## config.mk

```make
export PLATFORM = sky130hd
export DESIGN_NAME = seq_div_cla
export DESIGN_NICKNAME = d
export VERILOG_FILES = /design/src/rtl/seq_div_cla.sv
export SDC_FILE = /design/constraint.sdc
export NUM_CORES = 1
export LEC_CHECK = 0
export CORE_ASPECT_RATIO = 0.8
export CORE_UTILIZATION = 32
export CTS_CLUSTER_DIAMETER = 50
export DETAILED_ROUTE_END_ITERATION = 10
export GPL_ROUTABILITY_DRIVEN = 0
export PLACE_DENSITY = 0.58
export SLEW_MARGIN = 20
export SYNTH_ARGS = -nofsm -noshare
export SYNTH_HDL_FRONTEND = slang
export SYNTH_SLANG_ARGS = --single-unit
```

## constraint.sdc

```tcl
create_clock -name clk -period 7.6 [get_ports clk]
set_input_delay 0.76 -clock clk [delete_from_list [all_inputs] [get_ports clk]]
set_output_delay 0.76 -clock clk [all_outputs]
set_load 0.005 [all_outputs]
```

## src/rtl/seq_div_cla.sv

```systemverilog
// Iterative unsigned restoring divider, one quotient bit per clock via a CLA4-ripple trial subtractor.
// Latency: out_valid WIDTH edges after acceptance (1 edge for a zero divisor when SEQDIV_ZERO_FAST_EN is defined).
// Backpressure: one operation in flight; in_ready low in CALC/DONE, result held in DONE until out_ready.
module seq_div_cla #(
    parameter int WIDTH = 16
) (
    input  logic             clk,
    input  logic             rst,
    input  logic             in_valid,
    output logic             in_ready,
    input  logic [WIDTH-1:0] dividend,
    input  logic [WIDTH-1:0] divisor,
    output logic             out_valid,
    input  logic             out_ready,
    output logic [WIDTH-1:0] quotient,
    output logic [WIDTH-1:0] remainder,
    output logic             div_by_zero
);

    localparam int NST = WIDTH / 4 + 1;
    localparam int EXT = 4 * NST;
    localparam int CW  = $clog2(WIDTH);

    typedef enum logic [1:0] {
        IDLE,
        CALC,
        DONE
    } state_t;

    typedef struct packed {
        logic [WIDTH-1:0] quo;
        logic [WIDTH-1:0] rem;
        logic             dbz;
    } res_t;

    state_t          state;
    logic [WIDTH-1:0] d;
    logic [WIDTH-1:0] q;
    logic [WIDTH:0]   r;
    logic [CW-1:0]    cnt;
    res_t             res;

    logic [WIDTH:0]   s;
    logic [WIDTH:0]   t;
    logic [EXT-1:0]   op_a;
    logic [EXT-1:0]   op_b;
    logic [EXT-1:0]   sum_ext;
    logic             no_borrow;
    logic [WIDTH-1:0] q_shift;
    logic [WIDTH:0]   r_next;
    logic             unused_bits;

    function automatic logic [4:0] cla4(input logic [3:0] a, input logic [3:0] b, input logic cin);
        logic [3:0] p;
        logic [3:0] g;
        logic [4:0] c;
        p    = a ^ b;
        g    = a & b;
        c[0] = cin;
        c[1] = g[0] | (p[0] & c[0]);
        c[2] = g[1] | (p[1] & g[0]) | (p[1] & p[0] & c[0]);
        c[3] = g[2] | (p[2] & g[1]) | (p[2] & p[1] & g[0]) | (p[2] & p[1] & p[0] & c[0]);
        c[4] = g[3] | (p[3] & g[2]) | (p[3] & p[2] & g[1]) | (p[3] & p[2] & p[1] & g[0])
             | (p[3] & p[2] & p[1] & p[0] & c[0]);
        return {c[4], p ^ c[3:0]};
    endfunction

    assign s = {r[WIDTH-1:0], q[WIDTH-1]};

    // S + ~D + 1 across zero-extended CLA4 stages; the carry out of bit WIDTH lands in sum bit WIDTH+1
    always_comb begin
        logic c;
        op_a          = '0;
        op_b          = '0;
        sum_ext       = '0;
        op_a[WIDTH:0] = s;
        op_b[WIDTH:0] = ~{1'b0, d};
        c             = 1'b1;
        for (int i = 0; i < NST; i++) begin
            {c, sum_ext[i*4 +: 4]} = cla4(op_a[i*4 +: 4], op_b[i*4 +: 4], c);
        end
    end

    assign t         = sum_ext[WIDTH:0];
    assign no_borrow = sum_ext[WIDTH+1];
    assign q_shift   = {q[WIDTH-2:0], no_borrow};
    assign r_next    = no_borrow ? t : s;

    assign unused_bits = ^{sum_ext[EXT-1:WIDTH+2], r[WIDTH]};

    assign in_ready    = (state == IDLE);
    assign quotient    = res.quo;
    assign remainder   = res.rem;
    assign div_by_zero = res.dbz;

    always_ff @(posedge clk) begin
        if (rst) begin
            state     <= IDLE;
            d         <= '0;
            q         <= '0;
            r         <= '0;
            cnt       <= '0;
            res       <= '0;
            out_valid <= 1'b0;
        end else begin
            case (state)
                IDLE: begin
                    if (in_valid) begin
                        d       <= divisor;
                        q       <= dividend;
                        r       <= '0;
                        cnt     <= '0;
                        res.dbz <= (divisor == '0);
`ifdef SEQDIV_ZERO_FAST_EN
                        if (divisor == '0) begin
                            state     <= DONE;
                            out_valid <= 1'b1;
                            res.quo   <= '1;
                            res.rem   <= dividend;
                        end else begin
                            state <= CALC;
                        end
`else
                        state <= CALC;
`endif
                    end
                end
                CALC: begin
                    q   <= q_shift;
                    r   <= r_next;
                    cnt <= cnt + 1'b1;
                    if (cnt == CW'(WIDTH - 1)) begin
                        state     <= DONE;
                        out_valid <= 1'b1;
                        res.quo   <= q_shift;
                        res.rem   <= r_next[WIDTH-1:0];
                    end
                end
                DONE: begin
                    if (out_ready) begin
                        state     <= IDLE;
                        out_valid <= 1'b0;
                    end
                end
                default: begin
                    state     <= IDLE;
                    out_valid <= 1'b0;
                end
            endcase
        end
    end

endmodule
```

== Word-level counts from Yosys, hierarchy flattened ==
Index checks and enable logic that the tools add are counted.
Word-level totals
  bits in registers: 88
  latch bits: 0
  RAM bits: 0
  memory bits (read-only): 0
  output and inout bits: 35
  memories: 0
Cells by class
  $add $sub $neg: 1
  $mul: 0
  divide/modulo/power cells: 0
  magnitude comparators: 0
  eq/ne operators: 6
  shift operators: 0
  muxes and demuxes: 14
  bitwise logic cells: 119
  reductions and logical operators: 8
Operators by type and width (number)
  $pmux W16 S2: 2
  $and A1 B1 Y1: 62
  $mux W16: 3
  $or A1 B1 Y1: 41
  $xor A4 B4 Y4: 8
  $not A16 Y17: 1
  $and A4 B4 Y4: 4
  $logic_not A16 Y1: 1
  $pmux W4 S2: 1
  $mux W2: 3
  $ne A2 B2 Y1 const B: 3
  $pmux W2 S3: 1
  $reduce_and A2 Y1: 3
  $reduce_and A3 Y1: 2
  $add A4 B1 Y4 const B: 1
  $eq A4 B4 Y1 const B: 1
  $mux W4: 1
  $pmux W1 S3: 1
  $eq A2 B1 Y1 const B: 1
  $eq A2 B2 Y1 const B: 1
  $logic_not A2 Y1: 1
  $mux W1: 2
  $reduce_bool A2 Y1: 1
  $xor A1 B2 Y2: 1
  other kinds (2): 2

== Logic depth before layout (Yosys ltp) ==
Gate-level depths: netlist of run 1.
  depth in word-level cells: 18
  depth in mapped cells: 12
  mapped depth without buffers: 11

== Least setup slack after synthesis of run 1 ==
OpenSTA, ideal clock, no wires.
  path type: register to register
  from: reg d[0]
  to: reg res, in the netlist remainder[12]
  data arrival time: 2.731 ns
  data required time: 7.538 ns
  slack: 4.807 ns
  cell stages (with the launch flop): 11
  buffers on the path: 1
  period minus slack after synthesis: 2.793 ns
  cells stage by stage: dfxtp_1 inv_1 ha_1 o21a_1 or4_1 buf_2 a21o_1 a21oi_1 fa_1 or4_1 nand3_1
On the way
  word-level cells in the longest chain between the ends: 15
  elaborated cells between the ends (all ways): 18
Ends and longest elaborated chain
  start, declared: line 37  | logic [WIDTH-1:0] d;
  start signal, assigned: line 109  | d <= divisor;
  $not A16 Y17 *: line 77  | op_b[WIDTH:0] = ~{1'b0, d};
  $and A4 B4 Y4: line 58  | g = a & b;
  $and A1 B1 Y1: line 63  | c[4] = g[3] | (p[3] & g[2]) | (p[3] & p[2] & g[1]) | (p[3] & p[2] & p[1] & g[0])
  $or A1 B1 Y1: line 63
  $or A1 B1 Y1 *: line 64  | | (p[3] & p[2] & p[1] & p[0] & c[0]);
  $and A1 B1 Y1 *: line 64
  $or A1 B1 Y1 *: line 64
  $and A1 B1 Y1 *: line 64
  $or A1 B1 Y1 *: line 64
  $and A1 B1 Y1: line 64
  $or A1 B1 Y1: line 64
  $and A1 B1 Y1: line 60  | c[1] = g[0] | (p[0] & c[0]);
  $or A1 B1 Y1: line 60
  $xor A1 B2 Y2: line 65  | return {c[4], p ^ c[3:0]};
  $mux W16 *: line 87  | assign r_next = no_borrow ? t : s;
  end, declared: line 41  | res_t res;
Mark *: on every way between the ends. The rest lies on a longest branch, timed or not.
A chain may end at the register's enable or synchronous reset.

== Worst setup path after layout of run 1 ==
  from: reg d[0]
  to: reg res, in the netlist remainder[9]
On the way
  word-level cells in the longest chain between the ends: 15
  elaborated cells between the ends (all ways): 20
Ends and longest elaborated chain (line)
  $not A16 Y17 *: 77
  $and A4 B4 Y4: 58
  $and A1 B1 Y1: 63
  $or A1 B1 Y1: 63
  $or A1 B1 Y1 *: 64
  $and A1 B1 Y1 *: 64
  $or A1 B1 Y1 *: 64
  $and A1 B1 Y1: 64
  $or A1 B1 Y1: 64
  $and A1 B1 Y1: 64
  $or A1 B1 Y1: 64
  $and A1 B1 Y1: 60
  $or A1 B1 Y1: 60
  $xor A1 B2 Y2: 65
  $mux W16 *: 87
Marks and branches as above.

==> impl_metrics.env, run 1 <==
export IMPL_grt_ovfl_total=0
export IMPL_synth_top_cells_by_count="nand2_1 (116), dfxtp_1 (88), a21oi_1 (56), nor2_1 (48), clkbuf_1 (28)"
export IMPL_setup_viol=0
export IMPL_rsz0062_at_grt="false"
export IMPL_placementRows=37
export IMPL_wirelength_mm=11.56
export IMPL_synth_top_area_frac=0.4100
export IMPL_critPathTopFamily="compound AO/OA/AOI/OAI gates"
export IMPL_syn_avg_cell_area_um2=8.001
export IMPL_grt_antenna_before_repair=0
export IMPL_cpMaxStageDelayCell="or4_1"
export IMPL_die_w_um=131.6
export IMPL_path_max_fanout=7
export IMPL_drv_cap=0
export IMPL_fmaxAchievable_ghz=0.3090
export IMPL_drc_errors=0
export IMPL_synth_top_family_by_area="simple AND/OR/NAND/NOR gates"
export IMPL_arrival_ns=3.42
export IMPL_grt_pass1_wl_mm=18.86
export IMPL_root_buffer="clkbuf_16"
export IMPL_synthDistinctLibCells=49
export IMPL_crit_chain="inv_1 -> ha_1 -> o21a_1 -> or4_1 -> a21oi_1 -> o21ai_0 -> fa_1 -> xnor2_1 -> o311ai_0 -> o211ai_1 -> a21oi_1"
export IMPL_core_area_um2=12960
export IMPL_ys_warn_count=0
export IMPL_finClkSkew_ns=0.009581
export IMPL_yosys_area_share_simple=0.2260
export IMPL_p_per_area_nw_per_um2=352.6
export IMPL_final_seq_area_um2=1762
export IMPL_cts_htree_levels=3
export IMPL_cts_tree="yes"
export IMPL_clkTransAtPathRegs_ns=0.06
export IMPL_ys_async_sr_fraction=0
export IMPL_slew_viol_final=0
export IMPL_slowest_delay_ns=0.56
export IMPL_hold_end="d[13]$_SDFFE_PP0P_"
export IMPL_layout_drive_gt1_share=0.04874
export IMPL_cts_sinks=88
export IMPL_wl_per_cell_um=15.01
export IMPL_cts_buffers=9
export IMPL_synth_seq_cells=88
export IMPL_timing_critical_path_buf_inv=1
export IMPL_vdd_ir_drop_max_v=0.0002397
export IMPL_cts_resized=0
export IMPL_synth_compound_area_frac=0.2006
export IMPL_port_buffers=70
export IMPL_fin_nets=647
export IMPL_die_y_um=105.6
export IMPL_synth_xor_area_share=0.01427
export IMPL_r2r_cells=11
export IMPL_track_usage=0.1711
export IMPL_synth_most_common_cell="nand2_1"
export IMPL_placed_cells=754
export IMPL_synth_edf_count=0
export IMPL_worstPathRequired_ns=7.78
export IMPL_grt_pass1_vias=3656
export IMPL_fin_crit_ns=3.237
export IMPL_outcome="complete, no violations"
export IMPL_hold_buffers=0
export IMPL_vias=3896
export IMPL_leakage_nw=1.973
export IMPL_fin_crit_sh=0.4259
export IMPL_start_util=0.3315
export IMPL_yosysSeqAreaShare=0.4100
export IMPL_fillCellCount=1336
export IMPL_muxShareOfSynthArea=0.03494
export IMPL_hold_path_class="flop to flop"
export IMPL_synth_ff_type="dfxtp_1"
export IMPL_syn_nets=594
export IMPL_clock_latency_ns=0.34
export IMPL_ios=71
export IMPL_hold_viol=0
export IMPL_holdPathStages=2
export IMPL_fin_tns_setup_ns=0
export IMPL_r2r_setup_slack_ns=4.36
export IMPL_ant_nets=0
export IMPL_rr_startpoint="d[0]$_SDFFE_PP0P_"
export IMPL_synth_top_area_cell="dfxtp_1"
export IMPL_finalNonFillerCells=770
export IMPL_multiInputGateArea_um2=2336
export IMPL_hp_start="d[13]$_SDFFE_PP0P_"
export IMPL_post_cts_setup_buffers=0
export IMPL_tightest_slew_ns=1.073
export IMPL_cts_path_max_buffers=2
export IMPL_drt_pass1_iter_count=4
export IMPL_syn_to_final_growth_pct=25.83
export IMPL_grt_start_max_net_pins=82
export IMPL_worst_path_most_repeated_cell="a21oi_1"
export IMPL_routed_via_density=5.060
export IMPL_r2r_end="remainder[9]$_SDFFE_PP0P_"
export IMPL_cp_end_kind="flop"
export IMPL_crit_path_start_kind="flop"
export IMPL_first_iter_violations=252
export IMPL_dp_hpwl_mm=8.014
export IMPL_syn_cell_area_um2=4297
export IMPL_synth_top_cells_by_area="dfxtp_1 (41%), nand2_1 (10%), a21oi_1 (6.5%)"
export IMPL_yosys_area_share_adder=0.06639
export IMPL_synthCells=537
export IMPL_path_class="flop to flop"
export IMPL_slew_headroom=0.2849
export IMPL_num_antenna_cells=0
export IMPL_die_area_um2=13900
power breakdown:
part           internal, mW  switching [mW]
clock                 0.253           0.183
combinational         0.377           0.545
sequential            0.506          0.0423
layer usage:
metal | GRT usage | vias to the layer above | part of all wire
li1 | - | 1987 | -
met1 | 0.2407 | 1816 | 0.51
met2 | 0.2528 | 87 | 0.43
met3 | 0.04185 | 6 | 0.052
met4 | 0.05814 | 0 | 0.0093
met5 | 0 | - | 0
cell families after synthesis:
logic type | Yosys count
muxes | 15
AOI/OAI and AO/OA | 134
DFF | 88
adders and majority gates | 21
xor gates and xnor gates | 7
and+or+nand+nor | 220
buffers and inverters | 52
registers in the layout (all words and copies together), names as in the netlist:
signal and count:
div_by_zero 1, r 16, quotient 16, out_valid 1, q 16, remainder 16, d 16, state 2
cnt 4
worst register-to-register path: stages, from the launching register on:
cell      delay (ns)
dfxtp_1         0.35
inv_1           0.06
ha_1            0.33
o21a_1          0.19
or4_1           0.56
a21oi_1         0.27
o21ai_0         0.15
fa_1            0.43
xnor2_1         0.20
o311ai_0        0.27
o211ai_1        0.19
a21oi_1         0.09
final cells by class:
class / count / share of cell area
clock buffer: 10 / 0.04235
clock inverter: 6 / 0.01111
inverter: 20 / 0.01389
multi-input combinational: 397 / 0.4321
sequential: 88 / 0.3259
tap: 175 / 0.04050
timing repair buffer: 74 / 0.1342
worst max-delay path by stage:
stage	from	end	slack, ns	cells after the start
after floorplan	d[0]$_SDFFE_PP0P_	remainder[12]$_SDFFE_PP0P_	4.81	10
after global placement	d[0]$_SDFFE_PP0P_	remainder[9]$_SDFFE_PP0P_	4.43	11
after detailed placement	d[0]$_SDFFE_PP0P_	remainder[9]$_SDFFE_PP0P_	4.41	11
after CTS	d[0]$_SDFFE_PP0P_	remainder[9]$_SDFFE_PP0P_	4.39	11
after global routing	d[0]$_SDFFE_PP0P_	remainder[9]$_SDFFE_PP0P_	4.16	11
final	d[0]$_SDFFE_PP0P_	remainder[9]$_SDFFE_PP0P_	4.36	11
stage by stage:
stage          utilization  hold slack [ns]  power, mW  setup slack [ns]  cell area, µm²
3_3_place_gp        0.3945           0.4458      1.444             4.433            5114
6_report            0.4171           0.4538      1.906             4.363            5406
5_1_grt             0.4171           0.4813      2.030             4.164            5406
3_5_place_dp        0.3947           0.4481      1.462             4.408            5116
4_1_cts             0.4170           0.4566      1.907             4.388            5405
2_1_floorplan            -           0.4342      1.272             4.807            4297
placed cells by master (no fill, tap or decap), types with 9 or more instances in the layout:
master / n
a21oi_1: 56
a211oi_1: 14
nand2_1: 115
dfxtp_1: 88
o21ai_0: 19
inv_1: 20
clkbuf_16: 9
nand3_1: 13
clkdlybuf4s50_1: 69
mux2i_1: 15
a311oi_1: 15
nor2_1: 47
ha_1: 18
Note: power is estimated with default switching activity, not from simulation.
==> run 2: changes to the inputs <==
Settings changed: PLACE_DENSITY 0.58 to 0.59.
Clock period 7.6 ns to 2.8 ns, I/O delays scaled along.
==> run 2 against run 1 <==
Critical path depth fell by 3. Critical endpoint is now remainder[12]$_SDFFE_PP0P_. Final cell count grew 1.7%. Fmax is 18% higher. Combinational power rose to 3.2 times the previous value. Register-to-register slack worse by 4.3 ns. Clock power grew to 3.1 times the previous value. Sequential share of layout area shrank 1.2 points. Largest cell class unchanged.
==> impl_metrics.env, run 2 (synthesis results as in run 1) <==
export IMPL_use_met2=0.2615
export IMPL_worstPathRequired_ns=3.08
export IMPL_r2r_cells=8
export IMPL_cts_sinks=88
export IMPL_slew_headroom=0.4747
export IMPL_clkTransAtPathRegs_ns=0.07
export IMPL_die_y_um=105.6
export IMPL_final_seq_area_um2=1765
export IMPL_cts_buffers=9
export IMPL_hold_end="remainder[0]$_SDFFE_PP0P_"
export IMPL_placed_area_um2=5216
export IMPL_first_iter_violations=194
export IMPL_vias=3970
export IMPL_p_per_area_nw_per_um2=1024
export IMPL_rr_startpoint="q[15]$_SDFFE_PP0P_"
export IMPL_ios=71
export IMPL_r2r_end="remainder[12]$_SDFFE_PP0P_"
export IMPL_grt_start_max_net_pins=46
export IMPL_dp_slack_ns=-0.03631
export IMPL_r2r_setup_slack_ns=0.06
export IMPL_finClkSkew_ns=0.007247
export IMPL_start_util=0.3315
export IMPL_hold_buffers=0
export IMPL_grt_pass1_wl_mm=19.20
export IMPL_holdPathStages=3
export IMPL_slew_viol_final=0
export IMPL_rsz0062_at_grt="true"
export IMPL_final_cell_area_um2=5627
export IMPL_clock_latency_ns=0.34
export IMPL_leakage_nw=2.070
export IMPL_drc_errors=0
export IMPL_routed_via_density=5.070
export IMPL_grt_pass1_vias=3830
export IMPL_cts_htree_levels=3
export IMPL_fin_nets=660
export IMPL_setup_viol=0
export IMPL_port_buffers=70
export IMPL_track_usage=0.1745
export IMPL_hp_start="rst"
export IMPL_grt_ovfl_total=0
export IMPL_ant_nets=0
export IMPL_mostFrequentLayoutCells="nand2_1 (116), dfxtp_1 (85), clkdlybuf4s50_1 (69)"
export IMPL_mostFrequentLayoutCell="nand2_1"
export IMPL_root_buffer="clkbuf_16"
export IMPL_cts_tree="yes"
export IMPL_path_class="flop to flop"
export IMPL_syn_to_final_growth_pct=30.96
export IMPL_wirelength_mm=11.72
export IMPL_num_antenna_cells=0
export IMPL_multiInputGateArea_um2=2402
export IMPL_total_power_mw=5.761
export IMPL_fmaxAchievable_ghz=0.3649
export IMPL_busiest_layer="met2"
export IMPL_core_area_um2=12960
export IMPL_path_max_fanout=3
export IMPL_dp_hpwl_mm=8.230
export IMPL_outcome="complete, no violations"
export IMPL_cts_path_max_buffers=2
export IMPL_grt_antenna_before_repair=0
export IMPL_wl_per_cell_um=14.97
export IMPL_die_area_um2=13900
export IMPL_layout_drive_gt1_share=0.09375
export IMPL_crit_path_start_kind="flop"
export IMPL_vdd_ir_drop_max_v=0.0005970
export IMPL_fin_crit_ns=2.741
export IMPL_grtUsageMet3=0.03608
export IMPL_fin_crit_sh=0.9788
export IMPL_cp_end_kind="flop"
export IMPL_placementRows=37
export IMPL_hold_viol=0
export IMPL_drt_pass1_iter_count=4
export IMPL_hold_path_class="input port to flop"
export IMPL_drv_cap=0
export IMPL_fillCellCount=1339
export IMPL_layout_setup_ws_ns=0.05949
export IMPL_crit_start="q[15]$_SDFFE_PP0P_"
export IMPL_arrival_ns=3.02
export IMPL_use_met1=0.2419
export IMPL_die_w_um=131.6
export IMPL_tightest_slew_ns=0.7851
## run 2: changes by cell type in the layout (fill, tap and decap cells not counted), sizes merged
cell | previous run | this run
inv | 20 | 22
clkinvlp | 2 | 1
buf | 5 | 18
bufinv | 1 | 2
clkinv | 3 | 1
## run 2: layout make-up
class | instances | area share
Tap cell | 175 | 0.03891
Clock buffer | 10 | 0.04247
Timing Repair Buffer | 87 | 0.1485
Clock inverter | 6 | 0.01601
Multi-Input combinational cell | 397 | 0.4270
Inverter | 20 | 0.01334
Sequential cell | 88 | 0.3138
## run 2: how the worst max path moves through the flow
stage                            endpoint  cells after the start
5_1_grt        remainder[12]$_SDFFE_PP0P_                      9
2_1_floorplan  remainder[12]$_SDFFE_PP0P_                     10
3_5_place_dp   remainder[12]$_SDFFE_PP0P_                      9
4_1_cts        remainder[12]$_SDFFE_PP0P_                      9
3_3_place_gp   remainder[12]$_SDFFE_PP0P_                      9
6_report       remainder[12]$_SDFFE_PP0P_                      8
## run 2: repair_timing
action	4_1_cts	5_1_grt
resized for setup	3	16
endpoints found under the setup margin	2	29
buffers inserted	0	1
pin swaps	1	6
## run 2: stage by stage
step | hold slack, ns | TNS, ns | std cells | util
4_1_cts | 0.3092 | 0 | 782 | 0.4284
5_1_grt | 0.3409 | -0.03048 | 783 | 0.4341
2_1_floorplan | 0.4160 | 0 | 537 | -
3_3_place_gp | 0.4472 | 0 | 766 | 0.4024
3_5_place_dp | 0.4465 | -0.04753 | 766 | 0.4024
6_report | 0.3153 | 0 | 783 | 0.4341
## run 2: power breakdown
part	internal, mW	switching, mW
combinational	1.34	1.60
clock	0.811	0.521
sequential	1.37	0.115
## run 2: metal layers
metal | vias to the layer above | wire, µm
met5 | - | 0
met4 | 0 | 164
met3 | 13 | 514
met2 | 85 | 5129
met1 | 1851 | 5913
li1 | 2021 | -
## run 2: worst max-delay path: stages, from the launching register on
cell	delay, ns
dfxtp_2	0.34
ha_4	0.24
o21a_1	0.20
or4_4	0.52
a21o_1	0.20
a21oi_2	0.17
fa_1	0.45
or4_1	0.47
nand3_1	0.09
